$ cat config.mk
export PLATFORM = sky130hd
export DESIGN_NAME = tia_audio_gen
export DESIGN_NICKNAME = d
export VERILOG_FILES = /design/src/rtl/tia_audio_gen_pkg.sv /design/src/rtl/tia_audio_gen_chan.sv /design/src/rtl/tia_audio_gen.sv
export SDC_FILE = /design/constraint.sdc
export NUM_CORES = 1
export LEC_CHECK = 0
export CAP_MARGIN = 20
export CORE_ASPECT_RATIO = 0.6
export CORE_MARGIN = 4
export CORE_UTILIZATION = 65
export CTS_CLUSTER_SIZE = 8
export DETAILED_ROUTE_END_ITERATION = 6
export PLACE_DENSITY = 0.85
export SYNTH_ARGS = -nofsm -noshare
export SYNTH_HDL_FRONTEND = slang
export SYNTH_SLANG_ARGS = --single-unit
$ cat constraint.sdc
create_clock -name clk_i -period 8.25 [get_ports clk_i]
set_input_delay 2.475 -clock clk_i [delete_from_list [all_inputs] [get_ports clk_i]]
set_output_delay 2.475 -clock clk_i [all_outputs]
set_load 0.02 [all_outputs]
$ cat src/rtl/tia_audio_gen_pkg.sv
// Shared constants for the TIA-compatible audio generator: AUDC modes,
// pre-divider moduli, register banks and the LFSR step functions.
package tia_audio_gen_pkg;

  localparam int AUDC_W = 4;
  localparam int AUDF_W = 5;
  localparam int PD_W   = 7;

  typedef enum logic [3:0] {
    AUDC_SET1    = 4'd0,
    AUDC_POLY4   = 4'd1,
    AUDC_DIV15P4 = 4'd2,
    AUDC_P5P4    = 4'd3,
    AUDC_DIV2A   = 4'd4,
    AUDC_DIV2B   = 4'd5,
    AUDC_DIV31A  = 4'd6,
    AUDC_P5DIV2  = 4'd7,
    AUDC_POLY9   = 4'd8,
    AUDC_POLY5   = 4'd9,
    AUDC_DIV31B  = 4'd10,
    AUDC_SET1B   = 4'd11,
    AUDC_DIV6A   = 4'd12,
    AUDC_DIV6B   = 4'd13,
    AUDC_DIV93   = 4'd14,
    AUDC_P5DIV6  = 4'd15
  } audc_mode_e;

  localparam logic [PD_W-1:0] MOD_3       = 7'd3;
  localparam logic [PD_W-1:0] MOD_15      = 7'd15;
  localparam logic [PD_W-1:0] MOD_31      = 7'd31;
  localparam logic [PD_W-1:0] MOD_93      = 7'd93;
  localparam logic [PD_W-1:0] MOD_31_HALF = 7'd15;

  // Register banks; address offset = bank * NUM_CH + channel
  localparam int BANK_AUDC = 0;
  localparam int BANK_AUDF = 1;
  localparam int BANK_AUDV = 2;

  // Left-shifting Fibonacci LFSRs, feedback into bit 0
  function automatic logic [3:0] poly4_step(input logic [3:0] s);
    return {s[2:0], s[3] ^ s[2]};
  endfunction

  function automatic logic [4:0] poly5_step(input logic [4:0] s);
    return {s[3:0], s[4] ^ s[2]};
  endfunction

  function automatic logic [8:0] poly9_step(input logic [8:0] s);
    return {s[7:0], s[8] ^ s[4]};
  endfunction

endpackage

$ cat src/rtl/tia_audio_gen_chan.sv
// One TIA audio channel: frequency counter, pre-divider, poly4/5/9 LFSRs,
// AUDC mode decode, volume-gated sample and a first-order delta-sigma bit.
module tia_audio_gen_chan
  import tia_audio_gen_pkg::*;
#(
  parameter int VOL_W = 4
) (
  input  logic              clk_i,
  input  logic              rst_ni,
  input  logic              tick_i,
  input  logic [AUDC_W-1:0] audc_i,
  input  logic [AUDF_W-1:0] audf_i,
  input  logic [VOL_W-1:0]  audv_i,
  output logic [VOL_W-1:0]  sample_o,
  output logic              pdm_o
);

  logic [AUDF_W-1:0] fc_r;
  logic [PD_W-1:0]   pd_r, pd_nx_s, mod_s;
  logic [3:0]        p4_r, p4_nx_s;
  logic [4:0]        p5_r, p5_nx_s;
  logic [8:0]        p9_r, p9_nx_s;
  logic              out_r, out_nx_s;
  logic [VOL_W-1:0]  acc_r;
  logic              pdm_r;
  logic              cclk_s, pd_cnt_s, pd_wrap_s;
  audc_mode_e        mode_s;

  assign mode_s    = audc_mode_e'(audc_i);
  assign cclk_s    = tick_i && (fc_r >= audf_i);
  assign pd_wrap_s = (pd_r >= (mod_s - 7'd1));
  assign sample_o  = out_r ? audv_i : {VOL_W{1'b0}};
  assign pdm_o     = pdm_r;

  // Pre-divider modulus and count enable for the current mode
  always_comb begin
    mod_s    = MOD_3;
    pd_cnt_s = 1'b0;
    case (mode_s)
      AUDC_DIV15P4:              begin mod_s = MOD_15; pd_cnt_s = 1'b1;    end
      AUDC_DIV31A, AUDC_DIV31B:  begin mod_s = MOD_31; pd_cnt_s = 1'b1;    end
      AUDC_DIV6A, AUDC_DIV6B:    begin mod_s = MOD_3;  pd_cnt_s = 1'b1;    end
      AUDC_DIV93:                begin mod_s = MOD_93; pd_cnt_s = 1'b1;    end
      AUDC_P5DIV6:               begin mod_s = MOD_3;  pd_cnt_s = p5_r[4]; end
      default:                   begin mod_s = MOD_3;  pd_cnt_s = 1'b0;    end
    endcase
  end

  // Next generator state on a channel clock
  always_comb begin
    pd_nx_s  = pd_r;
    p4_nx_s  = p4_r;
    p5_nx_s  = p5_r;
    p9_nx_s  = p9_r;
    out_nx_s = out_r;
    if (cclk_s) begin
      if (pd_cnt_s) begin
        pd_nx_s = pd_wrap_s ? 7'd0 : pd_r + 7'd1;
      end else begin
        pd_nx_s = pd_r;
      end
      case (mode_s)
        AUDC_SET1, AUDC_SET1B: out_nx_s = 1'b1;
        AUDC_POLY4: begin
          p4_nx_s  = poly4_step(p4_r);
          out_nx_s = p4_nx_s[3];
        end
        AUDC_DIV15P4: begin
          p4_nx_s  = pd_wrap_s ? poly4_step(p4_r) : p4_r;
          out_nx_s = p4_nx_s[3];
        end
        AUDC_P5P4: begin
          p5_nx_s  = poly5_step(p5_r);
          p4_nx_s  = p5_r[4] ? poly4_step(p4_r) : p4_r;
          out_nx_s = p4_nx_s[3];
        end
        AUDC_DIV2A, AUDC_DIV2B: out_nx_s = ~out_r;
        // Two toggles per 31 clocks give the 15/16 half-periods
        AUDC_DIV31A, AUDC_DIV31B:
          out_nx_s = (pd_wrap_s || (pd_r == (MOD_31_HALF - 7'd1))) ? ~out_r : out_r;
        AUDC_P5DIV2: begin
          p5_nx_s  = poly5_step(p5_r);
          out_nx_s = p5_r[4] ? ~out_r : out_r;
        end
        AUDC_POLY9: begin
          p9_nx_s  = poly9_step(p9_r);
          out_nx_s = p9_nx_s[8];
        end
        AUDC_POLY5: begin
          p5_nx_s  = poly5_step(p5_r);
          out_nx_s = p5_nx_s[4];
        end
        AUDC_DIV6A, AUDC_DIV6B, AUDC_DIV93: out_nx_s = pd_wrap_s ? ~out_r : out_r;
        AUDC_P5DIV6: begin
          p5_nx_s  = poly5_step(p5_r);
          out_nx_s = (p5_r[4] && pd_wrap_s) ? ~out_r : out_r;
        end
        default: out_nx_s = out_r;
      endcase
    end else begin
      out_nx_s = out_r;
    end
  end

  // Channel state registers; LFSRs seed to all-ones
  always_ff @(posedge clk_i or negedge rst_ni) begin
    if (!rst_ni) begin
      fc_r  <= 5'd0;
      pd_r  <= 7'd0;
      p4_r  <= 4'hF;
      p5_r  <= 5'h1F;
      p9_r  <= 9'h1FF;
      out_r <= 1'b0;
    end else begin
      if (tick_i) begin
        fc_r <= cclk_s ? 5'd0 : fc_r + 5'd1;
      end
      pd_r  <= pd_nx_s;
      p4_r  <= p4_nx_s;
      p5_r  <= p5_nx_s;
      p9_r  <= p9_nx_s;
      out_r <= out_nx_s;
    end
  end

  // Delta-sigma: the carry out of the accumulator is the 1-bit output
  always_ff @(posedge clk_i or negedge rst_ni) begin
    if (!rst_ni) begin
      acc_r <= {VOL_W{1'b0}};
      pdm_r <= 1'b0;
    end else begin
      {pdm_r, acc_r} <= {1'b0, acc_r} + {1'b0, sample_o};
    end
  end

endmodule

$ cat src/rtl/tia_audio_gen.sv
// Multi-channel TIA audio generator: tick divider, write-only register bank,
// per-channel generators and the summed PCM output.
module tia_audio_gen
  import tia_audio_gen_pkg::*;
#(
  parameter int NUM_CH     = 2,
  parameter int VOL_W      = 4,
  parameter int AUD_DIV    = 114,
  parameter int ADDR_BASE  = 'h15,
  parameter int ADDR_WIDTH = 7
) (
  input  logic                              clk_i,
  input  logic                              rst_ni,
  input  logic                              enable_i,
  input  logic                              stb_i,
  input  logic                              we_i,
  input  logic [ADDR_WIDTH-1:0]             adr_i,
  input  logic [7:0]                        dat_i,
  output logic                              tick_o,
  output logic [VOL_W+$clog2(NUM_CH):0]     pcm_o,
  output logic [NUM_CH-1:0]                 pdm_o
);

  localparam int PCM_W = VOL_W + $clog2(NUM_CH) + 1;
  localparam int DIV_W = $clog2(AUD_DIV + 1);

  logic [DIV_W-1:0]      div_r;
  logic                  tick_s, tick_r, wr_s;
  logic [ADDR_WIDTH-1:0] off_s;
  logic [AUDC_W-1:0]     audc_r [NUM_CH];
  logic [AUDF_W-1:0]     audf_r [NUM_CH];
  logic [VOL_W-1:0]      audv_r [NUM_CH];
  logic [VOL_W-1:0]      sample_s [NUM_CH];
  logic [NUM_CH-1:0]     pdm_s;
  logic [PCM_W-1:0]      sum_s, pcm_r;
  logic                  unused_dat_s;

  assign tick_s       = enable_i && (div_r == DIV_W'(AUD_DIV - 1));
  assign wr_s         = stb_i && we_i;
  assign off_s        = adr_i - ADDR_WIDTH'(ADDR_BASE);
  assign unused_dat_s = ^dat_i[7:5];
  assign tick_o       = tick_r;
  assign pcm_o        = pcm_r;
  assign pdm_o        = pdm_s;

  // Colour-clock divider producing one tick per AUD_DIV enables
  always_ff @(posedge clk_i or negedge rst_ni) begin
    if (!rst_ni) begin
      div_r  <= {DIV_W{1'b0}};
      tick_r <= 1'b0;
    end else begin
      if (enable_i) begin
        div_r <= tick_s ? {DIV_W{1'b0}} : div_r + DIV_W'(1);
      end
      tick_r <= tick_s;
    end
  end

  // Register bank; out-of-map offsets (including below ADDR_BASE) never match
  always_ff @(posedge clk_i or negedge rst_ni) begin
    if (!rst_ni) begin
      for (int n = 0; n < NUM_CH; n++) begin
        audc_r[n] <= 4'd0;
        audf_r[n] <= 5'd0;
        audv_r[n] <= {VOL_W{1'b0}};
      end
    end else if (wr_s) begin
      for (int n = 0; n < NUM_CH; n++) begin
        if (off_s == ADDR_WIDTH'(BANK_AUDC * NUM_CH + n)) audc_r[n] <= dat_i[3:0];
        if (off_s == ADDR_WIDTH'(BANK_AUDF * NUM_CH + n)) audf_r[n] <= dat_i[4:0];
        if (off_s == ADDR_WIDTH'(BANK_AUDV * NUM_CH + n)) audv_r[n] <= dat_i[VOL_W-1:0];
      end
    end
  end

  for (genvar g = 0; g < NUM_CH; g++) begin : g_ch
    tia_audio_gen_chan #(
      .VOL_W(VOL_W)
    ) u_chan (
      .clk_i    (clk_i),
      .rst_ni   (rst_ni),
      .tick_i   (tick_s),
      .audc_i   (audc_r[g]),
      .audf_i   (audf_r[g]),
      .audv_i   (audv_r[g]),
      .sample_o (sample_s[g]),
      .pdm_o    (pdm_s[g])
    );
  end

  // Sum of all channel samples
  always_comb begin
    sum_s = {PCM_W{1'b0}};
    for (int n = 0; n < NUM_CH; n++) begin
      sum_s = sum_s + PCM_W'(sample_s[n]);
    end
  end

  // Registered PCM output
  always_ff @(posedge clk_i or negedge rst_ni) begin
    if (!rst_ni) begin
      pcm_r <= {PCM_W{1'b0}};
    end else begin
      pcm_r <= sum_s;
    end
  end

endmodule

=== After elaboration in Yosys (flattened, before gate mapping) ===
Cells that the tools add are included.
Widths: inputs -> output; s select.

* Shift-type cells: 0
* Multiplexer cells: 27
* $mul: 0
* Divide/modulo/power cells: 0
* Reduce and logical (&&, ||, !) cells: 43
* Bitwise logic cells: 8
* Magnitude comparators: 4
* Add/subtract/negate cells: 11
* Equality and inequality tests: 50

{| class="wikitable"
|+ Operators by type and width
! cell !! count
|-
| $eq 4x4->1 const B || 16
|-
| $pmux 7 s3 || 2
|-
| $eq 4x3->1 const B || 8
|-
| $reduce_and 2->1 || 14
|-
| $mux 4 || 6
|-
| $ne 2x1->1 const B || 12
|-
| $pmux 4 s3 || 2
|-
| $pmux 1 s11 || 2
|-
| $add 7x1->7 const B || 3
|-
| $mux 7 || 3
|-
| $eq 4x2->1 const B || 4
|-
| $add 4x4->5 || 3
|-
| $eq 7x2->1 const B || 2
|-
| $eq 7x3->1 const B || 2
|-
| $eq 7x4->1 const B || 2
|-
| $ge 7x7->1 || 2
|-
| $sub 7x1->7 const B || 2
|-
| $reduce_or 2->1 || 6
|-
| $reduce_or 6->1 || 2
|-
| $add 5x1->5 const B || 2
|-
| $ge 5x5->1 || 2
|-
| $mux 5 || 2
|-
| $reduce_and 5->1 || 2
|-
| $eq 4x1->1 const B || 2
|-
| other kinds (15) || 40
|}

* Memories kept: 0
* Input port bits: 20
* Bits in registers: 111
* Bits in writable memories: 0
* Latch bits: 0
* Bits in read-only memories: 0

=== Logic depth before layout (Yosys ltp) ===
Gate-level depths: netlist of the first run.

* Depth after elaboration: 8
* Mapped depth: 12
* Gate-level depth less buffers: 10

=== Modules after synthesis ===
A second synthesis of the first run with hierarchy kept.

* Cell total of the unflattened synthesis: 560
* Area, all modules: 6189.7 sq um

{| class="wikitable"
|+ By module, submodules not included
! module !! cells each !! seq. area each (sq um) !! area each (sq um) !! instances
|-
| tia_audio_gen_chan at g_ch[1].u_chan || 216 || 923.4 || 2199.6 || 1
|-
| tia_audio_gen_chan at g_ch[0].u_chan || 217 || 923.4 || 2198.4 || 1
|-
| tia_audio_gen || 127 || 975.9 || 1791.7 || 1
|}

=== Worst setup path before layout of the first run ===
Ideal clock, no wire load.

* Kind: in2reg
* Start point: in adr_i[1]
* End point: reg audf_r[0] in the netlist's numbering
* Library setup time: 0.127 ns
* Cell stages on the path: 7
* Arrival time: 3.917 ns
* Buffers on the path: 1
* Setup slack: 4.206 ns
* Path through: or2_1 > a21oi_2 > mux2i_1 > nor3_2 > and3b_1 > buf_4 > mux2_1

* Longest elaborated chain between the ends: 3

{| class="wikitable"
|+ Ends and longest elaborated chain
! item !! RTL line !! text
|-
| start: declaration || tia_audio_gen.sv:17 || <nowiki>input logic [ADDR_WIDTH-1:0] adr_i,</nowiki>
|-
| $sub 7x5->7 || tia_audio_gen.sv:40 || <nowiki>assign off_s = adr_i - ADDR_WIDTH'(ADDR_BASE);</nowiki>
|-
| $eq 7x2->1 || tia_audio_gen.sv:70 || <nowiki>if (off_s == ADDR_WIDTH'(BANK_AUDF * NUM_CH + n)) audf_r[n] <= dat_i[4:0];</nowiki>
|-
| $reduce_and 2->1 (no source line) || -- ||
|-
| end signal: indexed assignment || tia_audio_gen.sv:70 ||
|-
| end: declaration || tia_audio_gen.sv:31 || <nowiki>logic [AUDF_W-1:0] audf_r [NUM_CH];</nowiki>
|}

No other way between the ends.
A chain may end at the register's enable or synchronous reset.

=== Worst setup path in the final report of the first run ===
* Start point: in enable_i
* End point: reg g_ch[1].u_chan.pd_r[2]

* Longest elaborated chain between the ends: 3

{| class="wikitable"
|+ Ends and longest elaborated chain
! item !! RTL line !! text
|-
| start: declaration || tia_audio_gen.sv:14 || <nowiki>input logic enable_i,</nowiki>
|-
| $logic_and 1x1->1 || tia_audio_gen.sv:38 || <nowiki>assign tick_s = enable_i && (div_r == DIV_W'(AUD_DIV - 1));</nowiki>
|-
| $logic_and 1x1->1 || tia_audio_gen_chan.sv:30 || <nowiki>assign cclk_s = tick_i && (fc_r >= audf_i);</nowiki>
|-
| $reduce_and 2->1 (no source line) || -- ||
|-
| end signal: assignment || tia_audio_gen_chan.sv:118 || <nowiki>pd_r <= pd_nx_s;</nowiki>
|-
| end: declaration || tia_audio_gen_chan.sv:19 || <nowiki>logic [PD_W-1:0] pd_r, pd_nx_s, mod_s;</nowiki>
|}

No other way between the ends.

==> results of run 1 <==
## layout by cell type (no fill, tap or decap), drive strengths merged, types with 7 or more instances in the layout
cell,netlist,layout
and2,7,7
nor2,20,20
nor2b,13,13
mux2,64,64
a21oi,16,16
clkbuf,10,14
xnor2,10,10
nand2b,18,18
nor3,13,13
dfstp,36,36
inv,35,36
nand3,32,32
o31ai,8,8
o21ai,48,48
clkdlybuf4s50,0,23
nand2,34,34
ha,36,36
xor2,7,7
dfrtp,75,75
and3,7,7
a21o,7,7
## final timing paths
check / start / endpoint / slack (ns) / depth (start not counted)
max: enable_i / g_ch[1].u_chan.pd_r[2]$_DFFE_PN0P_ / 3.55 / 6
min: g_ch[1].u_chan.acc_r[0]$_DFF_PN0_ / g_ch[1].u_chan.acc_r[0]$_DFF_PN0_ / 0.49 / 1
max reg2reg: audc_r[5]$_DFFE_PN0P_ / g_ch[0].u_chan.p4_r[0]$_DFFE_PN1P_ / 4.90 / 10
min reg2reg: g_ch[1].u_chan.acc_r[0]$_DFF_PN0_ / g_ch[1].u_chan.acc_r[0]$_DFF_PN0_ / 0.49 / 1
max in group asynchronous: rst_ni / g_ch[1].u_chan.pd_r[5]$_DFFE_PN0P_ / 4.90 / 2
min in group asynchronous: rst_ni / pcm_o[1]$_DFF_PN0_ / 2.10 / 1
## final cells by class
cell class                      instances  share of cell area (%)
Timing Repair Buffer                   26                   3.817
Inverter                               35                   1.984
Tap cell                              112                   2.116
Multi-Input combinational cell        397                   45.24
Clock buffer                           14                   4.006
Clock inverter                          2                  0.2079
Sequential cell                       111                   42.63
## state kept, by name, summed over array words and instances, names as in the netlist, 7 cells and up
register / flops
g_ch.u_chan.acc_r: 8
g_ch.u_chan.fc_r: 10
audf_r: 10
g_ch.u_chan.pd_r: 14
g_ch.u_chan.p5_r: 10
g_ch.u_chan.p4_r: 8
div_r: 7
g_ch.u_chan.p9_r: 18
audv_r: 8
audc_r: 8
## metal layers
metal  global-route usage, %  share of wire (%)
met1                   32.10                 44
met2                   42.22                 47
met3                   6.174                7.1
met4                   6.639                1.6
met5                       0                  0
## kinds of logic (layout without fill, tap and decap cells)
group | Yosys count | in the layout | synth area share (%)
adders and majority gates | 40 | 40 | 8.604
AOI/OAI and AO/OA | 100 | 100 | 9.990
xor gates and xnor gates | 17 | 17 | 2.461
muxes | 66 | 66 | 12.24
other | 1 | 1 | 0.06199
DFF | 111 | 111 | 46.66
and+or+nand+nor | 173 | 173 | 16.15
buffers and inverters | 55 | 77 | 3.826
## report_power, final
group	total [mW]	switching (mW)	internal, mW
Sequential	0.593	0.0298	0.564
Combinational	0.0880	0.0522	0.0358
Clock	0.418	0.193	0.225
Total	1.10	0.275	0.824
## through the flow
stage,total power [mW],utilization (%),cells,worst slack [ns],hold WS (ns)
2_1_floorplan,0.6479,-,563,4.206,0.4557
3_3_place_gp,0.6808,72.21,681,3.347,0.4629
3_5_place_dp,0.6881,72.21,681,3.237,0.4746
4_1_cts,1.104,75.38,697,3.599,0.4908
5_1_grt,1.143,75.38,697,3.342,0.5043
6_report,1.099,75.38,697,3.555,0.4874
==> run_results.csv, run 1 <==
group,metric,value,unit
routing,postRouteAntennaNets,0,
synthesis,synth.ff_latch_count,111,
cells_and_area,finalInstanceArea,0.006621,mm²
cts,clkSinkCount,111,
routing,via_per_inst,6.232,
synthesis,predominant_post_synthesis_flop_cell,"dfrtp_1",
floorplan,core,0.008783,mm²
cts,cts_inserted_buffers,9,
synthesis,synth.most_common_cell,"dfrtp_1",
worst_setup_path,path_max_fanout,9,
timing,finalSetupViolCount,0,
worst_setup_path,critPathBufInv,1,
worst_setup_path,timing.critical_path.arrival,4.91,ns
worst_setup_path,critical_path.most_common_cell,"o21ai_0",
timing,timing.final.hold_violations,0,
grt,first_global_vias,4414,
placed_design,io_buffers,24,
routing,drtIter0Drc,505,
cells_and_area,multi_input_comb_area,0.002995,mm²
synthesis,synth_top_cells_by_count,"dfrtp_1 (75), mux2_2 (55), o21ai_0 (46)",
synthesis,syn_inst,563,
placed_design,dpl.hpwl,8756,µm
worst_setup_path,cp_endpoint_kind,"flip-flop",
routing,drtPass1Iterations,7,
routing,detail_route.wirelength,12380,µm
floorplan,initial_utilization,68.87,%
timing,fmax,0.2130,GHz
grt,grt_pass1_wl,21500,µm
routing,routedWlPerCell,17.77,µm
floorplan,rows,26,
floorplan,dieArea,0.01096,mm²
timing,worstMarginPinSlew,0.9413,ns
timing,maxSlewHeadroom,36.67,%
grt,grtUsageTotal,24.69,%
cts,postCtsResizedCells,0,
placed_design,dpl-instance-area,0.006342,mm²
cts,cts.hold.buffers_added,0,
worst_setup_path,startpoint_type,"primary input",
cells_and_area,n_fill_cell,560,
floorplan,dieHeight,82.73,µm
placed_design,final_estimated_routing_congestion_in_global_placement,0.8652,
cts,cts.path.max_buffers,2,
worst_setup_path,setup.worst_path.class,"primary input to flip-flop",
cts,post_cts_setup_buffers,0,
power_and_ir_drop,cellLeakagePower,3.045,nW
floorplan,chipWidth,132.5,µm
synthesis,synth_warnings,0,
synthesis,synthesis.area,0.006050,mm²
timing,grt_setup_unrepaired,"false",
cells_and_area,layout-area-overhead-vs-synth,9.452,%
synthesis,post-synth-top-area-fraction,31.02,%
timing,timing.clock.skew,0.005204,ns
synthesis,synth_top_area_cell,"dfrtp_1",
floorplan,design.portCount,29,
cells_and_area,diodes,0,
status,run_status,"finished clean",
synthesis,synth_unique_cells,62,
timing,post-route-min-period,4.695,ns
cts,htree_num_levels,3,
synthesis,syn-num-nets,622,
cts,clock_latency,0.35,ns
timing,final.setup.tns,0,ns
worst_setup_path,worst_ep_required_time,8.47,ns
grt,maximum_number_of_pins_on_one_net_before_global_route_repair,71,
worst_setup_path,worst_path_dominant_cell_family,"simple AND/OR/NAND/NOR gates",
worst_setup_path,longest_individual_stage_delay_on_the_worst_path,0.79,ns
synthesis,synthArstFlopShare,100.0,%
cts,tritoncts,"done",
cells_and_area,drive_gt1_share,20.51,%
power_and_ir_drop,power_per_cell_area,166.0,mW/mm²
routing,drt_drc_violations_left,0,
synthesis,post_synthesis_area_per_instance,10.75,µm²
cells_and_area,regArea,0.002823,mm²
synthesis,synth.top_cells.by_area,"dfrtp_1 (31%), dfstp_2 (16%), mux2_2 (10%)",
flow_run,max-cap-violations,0,
cts,cts.reportedPaths.clkPinSlew,0.07,ns
cells_and_area,nNetsFinal,639,
grt,grt_antenna_before_repair,0,
synthesis,edff_count_synth,0,
timing,period_share,56.91,%
routing,routed-via-count,4344,
timing,report.final.slew_viol_count,0,
worst_setup_path,timing.critical_path.slowest_stage_cell,"nor4_1",
worst_hold_path,min_path_type,"flip-flop to flip-flop",
worst_setup_path,path_cells,"clkdlybuf4s50_1, nand2_2, nor4_1, nand3_1, o21ai_0, o21ai_0",
synthesis,seq_area_frac_synth,46.66,%
grt,grt_overflow_total,0,
power_and_ir_drop,max-vdd-ir-drop,0.0001094,V
cts,cell_chosen_for_the_clock_root,"clkbuf_16",
No activity file was read; power rests on OpenSTA's default activity.
==> inputs of run 2 (changes only) <==
- CORE_UTILIZATION: 65 -> 55
- PLACE_DENSITY: 0.85 -> 0.77
- clock period: 8.25 -> 4 ns (I/O delays scaled with it)
==> run 2 against run 1 <==
  * Clock skew is 0.0013 ns higher
  * Cell area is 1.6% higher
  * Largest cell class unchanged
  * Power is 110% higher
  * Die area is 17% higher
  * Clock power is 120% higher
  * Global-route usage is 4.1 points lower
  * Sequential power is 110% higher
  * Combinational power is 100% higher
  * Worst hold slack worse by 0.0058 ns
  * Largest power group unchanged
  * Sequential share of layout area is 0.67 points lower
  * Setup slack worse by 2.9 ns
  * Critical endpoint is now g_ch[0].u_chan.p4_r[0]$_DFFE_PN1P_
  * Via count is 2.7% lower
==> run_results.csv, run 2 (synthesis results as in run 1) <==
group,metric,value,unit
power_and_ir_drop,internal_power,1.708,mW
worst_setup_path,r2r-start,"audc_r[5]$_DFFE_PN0P_",
timing,fmax,0.2991,GHz
cts,cts.path.max_buffers,2,
floorplan,dieArea,0.01280,mm²
floorplan,rows,29,
power_and_ir_drop,p_sw_share,25.77,%
routing,routed-via-count,4225,
routing,wirelength_met1,6102,µm
worst_setup_path,timing.critical_path.arrival,3.62,ns
power_and_ir_drop,pwr-share-seq,53.1,%
cells_and_area,reg_top3,"g_ch.u_chan.p9_r x18, g_ch.u_chan.pd_r x14",
grt,grt_antenna_before_repair,0,
power_and_ir_drop,share_comb_of_total_power,7.8,%
timing,maxSlewHeadroom,44.40,%
routing,drtPass1Iterations,5,
routing,via_per_inst,5.780,
power_and_ir_drop,clkPwrFrac,39.1,%
grt,grtUsageTotal,20.58,%
routing,routedWlPerCell,16.44,µm
worst_setup_path,setup.worst_path.class,"flip-flop to flip-flop",
worst_setup_path,worstReg2RegEnd,"g_ch[0].u_chan.p4_r[0]$_DFFE_PN1P_",
power_and_ir_drop,netSwitchingPower,592.9,µW
grt,maximum_number_of_pins_on_one_net_before_global_route_repair,61,
worst_setup_path,rr_worst_depth,10,
floorplan,dieHeight,89.24,µm
routing,drt_drc_violations_left,0,
cells_and_area,register_with_the_most_flip_flops,"g_ch.u_chan.p9_r",
timing,report.final.slew_viol_count,0,
routing,detail_route.wirelength,12020,µm
timing,finalSetupViolCount,0,
floorplan,core,0.01067,mm²
timing,worstMarginPinSlew,0.8340,ns
routing,drtIter0Drc,254,
floorplan,chipWidth,143.4,µm
cts,postCtsResizedCells,0,
power_and_ir_drop,post_route_total_power,2.301,mW
cts,clock_latency,0.35,ns
status,run_status,"finished clean",
floorplan,initial_utilization,56.71,%
grt,grt_pass1_wl,20800,µm
routing,postRouteAntennaNets,0,
cts,cts.hold.buffers_added,0,
cells_and_area,diodes,0,
routing,dr_wl_met3,445,µm
cells_and_area,most_frequent_standard_cell_in_the_layout_excluding_fill_and_tap_cells,"dfrtp_1",
cells_and_area,drive_gt1_share,22.13,%
cts,cts_inserted_buffers,9,
worst_hold_path,min_path_type,"flip-flop to flip-flop",
placed_design,io_buffers,24,
worst_hold_path,whs_endpoint,"g_ch[1].u_chan.acc_r[0]$_DFF_PN0_",
cts,cts.reportedPaths.clkPinSlew,0.07,ns
worst_hold_path,worstHoldStart,"g_ch[1].u_chan.acc_r[0]$_DFF_PN0_",
cts,clkSinkCount,111,
routing,routed.top_layer,"met4",
cells_and_area,layout-area-overhead-vs-synth,11.21,%
timing,timing.final.hold_violations,0,
cts,htree_num_levels,3,
floorplan,design.portCount,29,
grt,grt_overflow_total,0,
worst_setup_path,startpoint_type,"flip-flop",
cells_and_area,most-common-layout-cells,"dfrtp_1 (75), mux2_2 (55), o21ai_0 (46)",
placed_design,dpl.hpwl,8748,µm
power_and_ir_drop,max-vdd-ir-drop,0.0003510,V
timing,final.setup.tns,0,ns
worst_hold_path,min_path_cells,1,
grt,first_global_vias,4320,
worst_setup_path,cp_endpoint_kind,"flip-flop",
cells_and_area,largest_register_ff_count,18,
timing,grt_setup_unrepaired,"false",
cells_and_area,nNetsFinal,646,
timing,period_share,83.59,%
cts,tritoncts,"done",
worst_setup_path,worst_ep_required_time,4.28,ns
power_and_ir_drop,cellLeakagePower,3.091,nW
cts,cell_chosen_for_the_clock_root,"clkbuf_16",
flow_run,max-cap-violations,0,
placed_design,final_estimated_routing_congestion_in_global_placement,0.8410,
routing,dr_wl_met2,5319,µm
timing,post-route-min-period,3.343,ns
cts,post_cts_setup_buffers,0,
timing,timing.clock.skew,0.006506,ns
worst_setup_path,path_max_fanout,11,
worst_setup_path,r2r_setup_slack,0.66,ns
power_and_ir_drop,power_per_cell_area,341.9,mW/mm²
-- run 2: worst max-delay path by stage --
stage / startpoint / endpoint / slack, ns / cells past startpoint
floorplan: adr_i[1] / audf_r[0]$_DFFE_PN0P_ / 1.23 / 7
global placement: enable_i / g_ch[1].u_chan.p9_r[8]$_DFFE_PN1P_ / 0.51 / 6
detailed placement: adr_i[1] / audf_r[4]$_DFFE_PN0P_ / 0.41 / 7
CTS: audc_r[5]$_DFFE_PN0P_ / g_ch[0].u_chan.p4_r[0]$_DFFE_PN1P_ / 0.69 / 10
global route: audc_r[5]$_DFFE_PN0P_ / g_ch[0].u_chan.p4_r[0]$_DFFE_PN1P_ / 0.31 / 10
finish: audc_r[5]$_DFFE_PN0P_ / g_ch[0].u_chan.p4_r[0]$_DFFE_PN1P_ / 0.66 / 10
-- run 2: routing by layer --
metal,global-route usage (%),vias up
li1,-,2034
met1,29.58,2101
met2,31.45,73
met3,5.452,17
met4,5.043,0
met5,0,-
-- run 2: through the flow --
step	cells	utilization (%)	hold WS, ns	setup slack, ns	instance area [µm²]
after floorplan	563	-	0.4557	1.231	6050
after global placement	715	60.26	0.4634	0.5088	6429
after detailed placement	715	60.26	0.4713	0.4092	6429
after CTS	731	63.07	0.4876	0.6895	6728
after global routing	731	63.07	0.4927	0.3147	6728
final	731	63.07	0.4816	0.6566	6728
-- run 2: final cells by class --
class,instances,area (µm²)
inverter,35,131.4
fill,826,3940
clock inverter,6,48.80
timing repair buffer,33,305.3
multi-input combinational,397,2995
tap,139,173.9
sequential,111,2823
clock buffer,10,250.2
-- run 2: power by group through the flow --
| stage | registers, mW | logic, mW | clock network, mW |
|---|---|---|---|
| final | 1.22 | 0.179 | 0.900 |
| after floorplan | 1.22 | 0.117 | 0 |
| after global routing | 1.23 | 0.207 | 0.968 |
| after CTS | 1.22 | 0.180 | 0.922 |
| after detailed placement | 1.24 | 0.180 | 0 |
| after global placement | 1.24 | 0.171 | 0 |
-- run 2: worst max-delay path, stage by stage, from the launching register on --
cell and delay (ns):
dfrtp_1 0.52, inv_1 0.14, nor2_1 0.37, nand3_1 0.13, ha_1 0.29, nor2b_1 0.17
o211ai_1 0.10, a21oi_1 0.69, o21ai_0 0.16, a21oi_1 0.30, mux2_2 0.38
